==> config.mk <==
export PLATFORM = sky130hd
export DESIGN_NAME = inst_buffer_mp
export DESIGN_NICKNAME = d
export VERILOG_FILES = /design/src/rtl/inst_buffer_mp.sv
export SDC_FILE = /design/constraint.sdc
export NUM_CORES = 2
export LEC_CHECK = 0
export BUFFER_PORTS_ARGS = -buffer_cell sky130_fd_sc_hd__clkbuf_2
export CORE_MARGIN = 3
export CORE_UTILIZATION = 30
export CTS_BUF_LIST = sky130_fd_sc_hd__clkbuf_4 sky130_fd_sc_hd__clkbuf_8
export DETAILED_ROUTE_END_ITERATION = 7
export HOLD_SLACK_MARGIN = 0.06
export PLACE_DENSITY = 0.57
export REMOVE_ABC_BUFFERS = 1
export SYNTH_ARGS = -nofsm -noshare
export SYNTH_HDL_FRONTEND = slang
export SYNTH_SLANG_ARGS = --single-unit
==> constraint.sdc <==
create_clock -name clk -period 6.2 [get_ports clk]
set_input_delay 1.24 -clock clk [delete_from_list [all_inputs] [get_ports clk]]
set_output_delay 1.24 -clock clk [all_outputs]
set_load 0.05 [all_outputs]
==> src/rtl/inst_buffer_mp.sv <==
// Multi-port instruction buffer between predecode and decode: circular FIFO of {inst, fsq_idx}.
// Latency: enqueued entries become visible on the outputs one cycle later; no bypass.
// Backpressure: in_ready only when a full IN_WIDTH packet fits; an enqueue without it is dropped.
module inst_buffer_mp #(
  parameter int IN_WIDTH  = 4,
  parameter int OUT_WIDTH = 4,
  parameter int DEPTH     = 16,
  parameter int INST_W    = 32,
  parameter int FSQ_W     = 4
) (
  input  logic                             clk,
  input  logic                             rst,
  input  logic [IN_WIDTH-1:0]              in_en,
  input  logic [IN_WIDTH*INST_W-1:0]       in_inst,
  input  logic [FSQ_W-1:0]                 in_fsq_idx,
  output logic                             in_ready,
  output logic [OUT_WIDTH-1:0]             out_valid,
  output logic [OUT_WIDTH*INST_W-1:0]      out_inst,
  output logic [OUT_WIDTH*FSQ_W-1:0]       out_fsq_idx,
  input  logic [$clog2(OUT_WIDTH+1)-1:0]   deq_num,
  input  logic                             flush,
  output logic [$clog2(DEPTH+1)-1:0]       count
);

  localparam int PTR_W = $clog2(DEPTH);
  localparam int CNT_W = $clog2(DEPTH+1);
  localparam int DQ_W  = $clog2(OUT_WIDTH+1);
  localparam int NIN_W = $clog2(IN_WIDTH+1);

  logic [INST_W-1:0] mem_inst_q [DEPTH];
  logic [FSQ_W-1:0]  mem_fsq_q  [DEPTH];

  logic [PTR_W-1:0] head_q, head_d;
  logic [PTR_W-1:0] tail_q, tail_d;
  logic [CNT_W-1:0] count_q, count_d;

  logic [NIN_W-1:0]    n_in;
  logic [DQ_W-1:0]     n_out;
  logic                enq_fire;
  logic [IN_WIDTH-1:0] in_en_p1;
  int                  deq_lim;

  // Space check uses only the registered occupancy, so in_ready has no input path.
  always_comb begin
    in_ready  = (DEPTH - int'(count_q)) >= IN_WIDTH;
    for (int i = 0; i < OUT_WIDTH; i++) begin
      out_valid[i] = int'(count_q) > i;
    end
  end

  // Lane count of the incoming packet (lanes are a contiguous prefix).
  always_comb begin
    n_in = '0;
    for (int i = 0; i < IN_WIDTH; i++) begin
      n_in = n_in + NIN_W'(in_en[i]);
    end
  end

  // Clamp the dequeue request to the number of valid output lanes.
  always_comb begin
    deq_lim = (int'(count_q) < OUT_WIDTH) ? int'(count_q) : OUT_WIDTH;
    n_out   = (int'(deq_num) < deq_lim) ? deq_num : DQ_W'(deq_lim);
  end

  // Pointer/occupancy update; flush discards both enqueue and dequeue of this cycle.
  always_comb begin
    enq_fire = in_ready && (|in_en) && !flush;
    head_d   = head_q;
    tail_d   = tail_q;
    count_d  = count_q;
    if (flush) begin
      head_d  = '0;
      tail_d  = '0;
      count_d = '0;
    end else begin
      head_d  = head_q + PTR_W'(n_out);
      count_d = count_q - CNT_W'(n_out);
      if (enq_fire) begin
        tail_d  = tail_q + PTR_W'(n_in);
        count_d = count_d + CNT_W'(n_in);
      end
    end
  end

  // Control registers clear asynchronously so outputs drop as soon as reset asserts.
  always_ff @(posedge clk or negedge rst) begin
    if (!rst) begin
      head_q  <= '0;
      tail_q  <= '0;
      count_q <= '0;
    end else begin
      head_q  <= head_d;
      tail_q  <= tail_d;
      count_q <= count_d;
    end
  end

  // Storage write: lane i lands at tail+i, wrapping naturally via pointer width.
  always_ff @(posedge clk) begin
    for (int i = 0; i < IN_WIDTH; i++) begin
      if (enq_fire && (i < int'(n_in))) begin
        mem_inst_q[tail_q + PTR_W'(i)] <= in_inst[i*INST_W +: INST_W];
        mem_fsq_q[tail_q + PTR_W'(i)]  <= in_fsq_idx;
      end
    end
  end

  // Output lanes read the oldest entries starting at head.
  always_comb begin
    out_inst    = '0;
    out_fsq_idx = '0;
    for (int i = 0; i < OUT_WIDTH; i++) begin
      out_inst[i*INST_W +: INST_W] = mem_inst_q[head_q + PTR_W'(i)];
      out_fsq_idx[i*FSQ_W +: FSQ_W] = mem_fsq_q[head_q + PTR_W'(i)];
    end
  end

  assign count    = count_q;
  assign in_en_p1 = in_en + IN_WIDTH'(1);

  // Valid lanes must form a prefix starting at lane 0.
  a_in_en_contig: assert property (@(posedge clk) disable iff (!rst)
    (in_en & in_en_p1) == '0);

  // Decode may not consume more lanes than are presented.
  a_deq_legal: assert property (@(posedge clk) disable iff (!rst || flush)
    int'(deq_num) <= deq_lim);

endmodule

==> qor.yml <==
status: "completed"
grt_antenna_before_repair: 31
relSlewSlack_pct: 17.02
ant_nets: 0
die_w_um: 425.4
drc: 0
clk_pin_slew_ps: 60
grt_overflow: 0
grt_pass1_wl_um: 359700
detail_route.iter0.violations: 8779
grt_max_degree: 121
crit_required_ps: 4960
max_stage_delay_ps: 770
slew_violations: 0
dp_hpwl_um: 162200
initial_utilization_pct: 30.26
clkLatencyLatePin_ps: 880
hold_viol: 0
synth_edf_count: 576
worst_slack_ps: 187.8
dr.pass1.iters: 7
placed_cell_area_um2: 56730
rsz0062_at_grt: "false"
finalClockSkew_ps: 68.46
crit_fanout: 22
synth_cell_types: 72
syn_area_per_cell_um2: 10.98
fmaxAchievable_mhz: 166.3
rows: 153
layout-drive-gt1-share_pct: 32.45
arrival_ps: 4770
cts_hold_buffers: 0
place_ws_ps: 808.1
syn_area_um2: 52770
crit_type: "reg2out"
place.gp.congestion: 1.006
cts_tree: "built"
crit_path_end_kind: "output pin"
leakagePower_uw: 0.01928
clock_sinks: 589
die_h_um: 425.4
routed_via_density: 6.786
numCtsBuffers: 110
core_area_um2: 174400
clock_path_buffers: 3
vias: 48946
ys_ff_latch: 589
synth_cells: 4808
fin_area_um2: 59260
cts-resized-gates: 0
synthArstFlopShare_pct: 2.207
cpMaxStageDelayCell: "o21ai_2"
ys.flop_type: "edfxtp_1"
yosysWarnings: 0
crit_family: "buffers and inverters"
hold_slack_ps: 283.5
cap_violations: 0
cts.htree.levels: 3
powerDensity_nw_per_um2: 515.4
num-nets-final: 4936
power_uw: 30540
start_kind: "flop"
fin_util_pct: 33.98
pin_count: 296
min_period_ps: 6012
area_growth_pct: 12.30
timing.final.crit_share_pct: 96.97
fill_cells: 17102
setup_viol: 0
seq_area_frac_synth_pct: 33.39
drt-total-wl_um: 259200
post_cts_buffers: 0
grtUsageTotal_pct: 27.73
wire_per_inst_um: 35.93
crit_chain: "nor4_2 -> ha_1 -> o211a_1 -> o21ai_2 -> nand2_1 -> inv_2 -> clkbuf_2"
cts_root_buf: "clkbuf_8"
portBuffers: 295
worst_pin_slew_ps: 1245
dieArea_um2: 181000
critPathBufInv: 2
ir_drop_uv: 501.9
hold_path.class: "in2async"
first_global_vias: 46226
==> sequential cells by signal, summed over array words and instances, names as in the netlist <==
signal and cells:
mem_inst_q 512, mem_fsq_q 64, count 5, head_q 4
tail_q 4
==> layer usage <==
layer / global-route usage (%) / up-vias / wire length, µm
met5: 0 / - / 62
met4: 18.17 / 10 / 20080
met2: 41.39 / 4650 / 112800
met1: 34.11 / 24276 / 88800
li1: - / 18965 / -
met3: 9.320 / 1045 / 37430
==> Yosys cell counts (3+ instances only) <==
cell | number | share of area, %
nor2b_1 | 39 | 0.46
nand2_1 | 676 | 4.8
and3_1 | 218 | 2.6
o31ai_2 | 27 | 0.64
xnor2_1 | 9 | 0.15
a21o_1 | 40 | 0.57
inv_1 | 23 | 0.16
a21oi_2 | 5 | 0.083
edfxtp_1 | 576 | 33
mux2_2 | 66 | 1.4
or3_1 | 16 | 0.19
nor4_1 | 7 | 0.083
ha_1 | 26 | 0.62
a21oi_1 | 189 | 1.8
mux2i_1 | 69 | 1.3
or4_1 | 5 | 0.071
buf_2 | 74 | 0.70
a211oi_1 | 191 | 2.7
fa_1 | 5 | 0.19
o22ai_1 | 71 | 0.84
buf_6 | 7 | 0.15
nor2_1 | 256 | 1.8
nor3_1 | 22 | 0.21
o31ai_1 | 117 | 1.7
a22oi_1 | 3 | 0.043
a22o_1 | 4 | 0.066
o21ai_1 | 129 | 1.2
o21ai_0 | 403 | 3.8
xor2_1 | 8 | 0.13
nand2b_1 | 7 | 0.083
nor3_2 | 7 | 0.13
buf_1 | 55 | 0.39
and4_1 | 5 | 0.083
nand4_1 | 22 | 0.26
clkbuf_1 | 514 | 3.7
mux4_2 | 720 | 31
and2_1 | 35 | 0.41
o2bb2ai_1 | 78 | 1.3
a31oi_1 | 4 | 0.047
dfrtp_1 | 13 | 0.62
a41oi_1 | 3 | 0.050
nand3_1 | 27 | 0.26
==> power by group <==
part           internal (µW)  switching (µW)
Combinational           7380           12900
Clock                   2430            2030
Sequential              5050             706
Total                  14900           15700
==> through the flow <==
stage                TNS, ps  std cells
floorplan           -3089880       4157
global placement           0       6976
detailed placement         0       6976
CTS                        0       7185
global route               0       7196
finish                     0       7213
==> cell families (layout without fill, tap and decap cells) <==
kind of cell             after synthesis  count (layout)  share of synthesized area [%]
multiplexers                         855             855                          33.45
buffers and inverters                674             726                          5.076
adder cells (fa/ha/maj)               31              31                         0.8062
XOR/XNOR                              18              18                         0.3130
AND/OR/NAND/NOR                     1364            1364                          11.88
other                                  0              28                              0
AO/OA/AOI/OAI                       1277            1277                          15.08
flip-flops                           589             589                          33.39
==> cells in the final DEF (no fill, tap or decap), types with 9 or more instances in the layout <==
cell type / synthesis / final
mux4_2: 720 / 720
nand2_1: 676 / 670
edfxtp_1: 576 / 576
o21ai_0: 403 / 403
clkbuf_2: 0 / 295
nor2_1: 256 / 251
and3_1: 218 / 216
a211oi_1: 191 / 191
a21oi_1: 189 / 189
buf_4: 1 / 175
o21ai_1: 129 / 128
o31ai_1: 117 / 117
clkbuf_8: 0 / 111
o2bb2ai_1: 78 / 78
o22ai_1: 71 / 71
mux2i_1: 69 / 69
mux2_2: 66 / 66
a21o_1: 40 / 40
nor2b_1: 39 / 39
and2_1: 35 / 33
diode_2: 0 / 28
o31ai_2: 27 / 27
clkinv_1: 0 / 27
ha_1: 26 / 24
buf_12: 0 / 24
inv_1: 23 / 22
nand4_1: 22 / 22
clkinv_2: 0 / 20
clkbuf_4: 0 / 19
nand3_1: 27 / 15
bufinv_16: 0 / 15
nor3_2: 7 / 13
or3_1: 16 / 13
clkinvlp_4: 0 / 12
nand3_2: 1 / 9
nor3_1: 22 / 9
dfrtp_1: 13 / 9
==> layout make-up <==
| type | instances | area [µm²] | share of cell area [%] |
|---|---|---|---|
| inverter | 23 | 86.33 | 0.1457 |
| tap | 2325 | 2909 | 4.909 |
| antenna | 28 | 70.07 | 0.1182 |
| multi-input combinational | 3545 | 32830 | 55.39 |
| sequential | 589 | 17640 | 29.76 |
| timing repair buffer | 494 | 3271 | 5.519 |
| clock inverter | 79 | 790.8 | 1.334 |
| clock buffer | 130 | 1670 | 2.819 |
==> worst paths after layout <==
check	cells past startpoint	startpoint	slack (ps)	endpoint
worst max-delay path	7	count[1]$_DFF_PN0_	190	in_ready
worst min register to register	3	tail_q[1]$_DFFE_PN0P_	800	tail_q[1]$_DFFE_PN0P_
max in group asynchronous	1	rst	5580	head_q[0]$_DFF_PN0_
worst min-delay path	1	rst	280	count[3]$_DFF_PN0_
worst max register to register	8	count[1]$_DFF_PN0_	680	mem_inst_q[11][31]$_DFFE_PP_
min in group clk	1	in_fsq_idx[0]	800	mem_fsq_q[14][0]$_DFFE_PP_
Power figures use the tool's default switching activity.
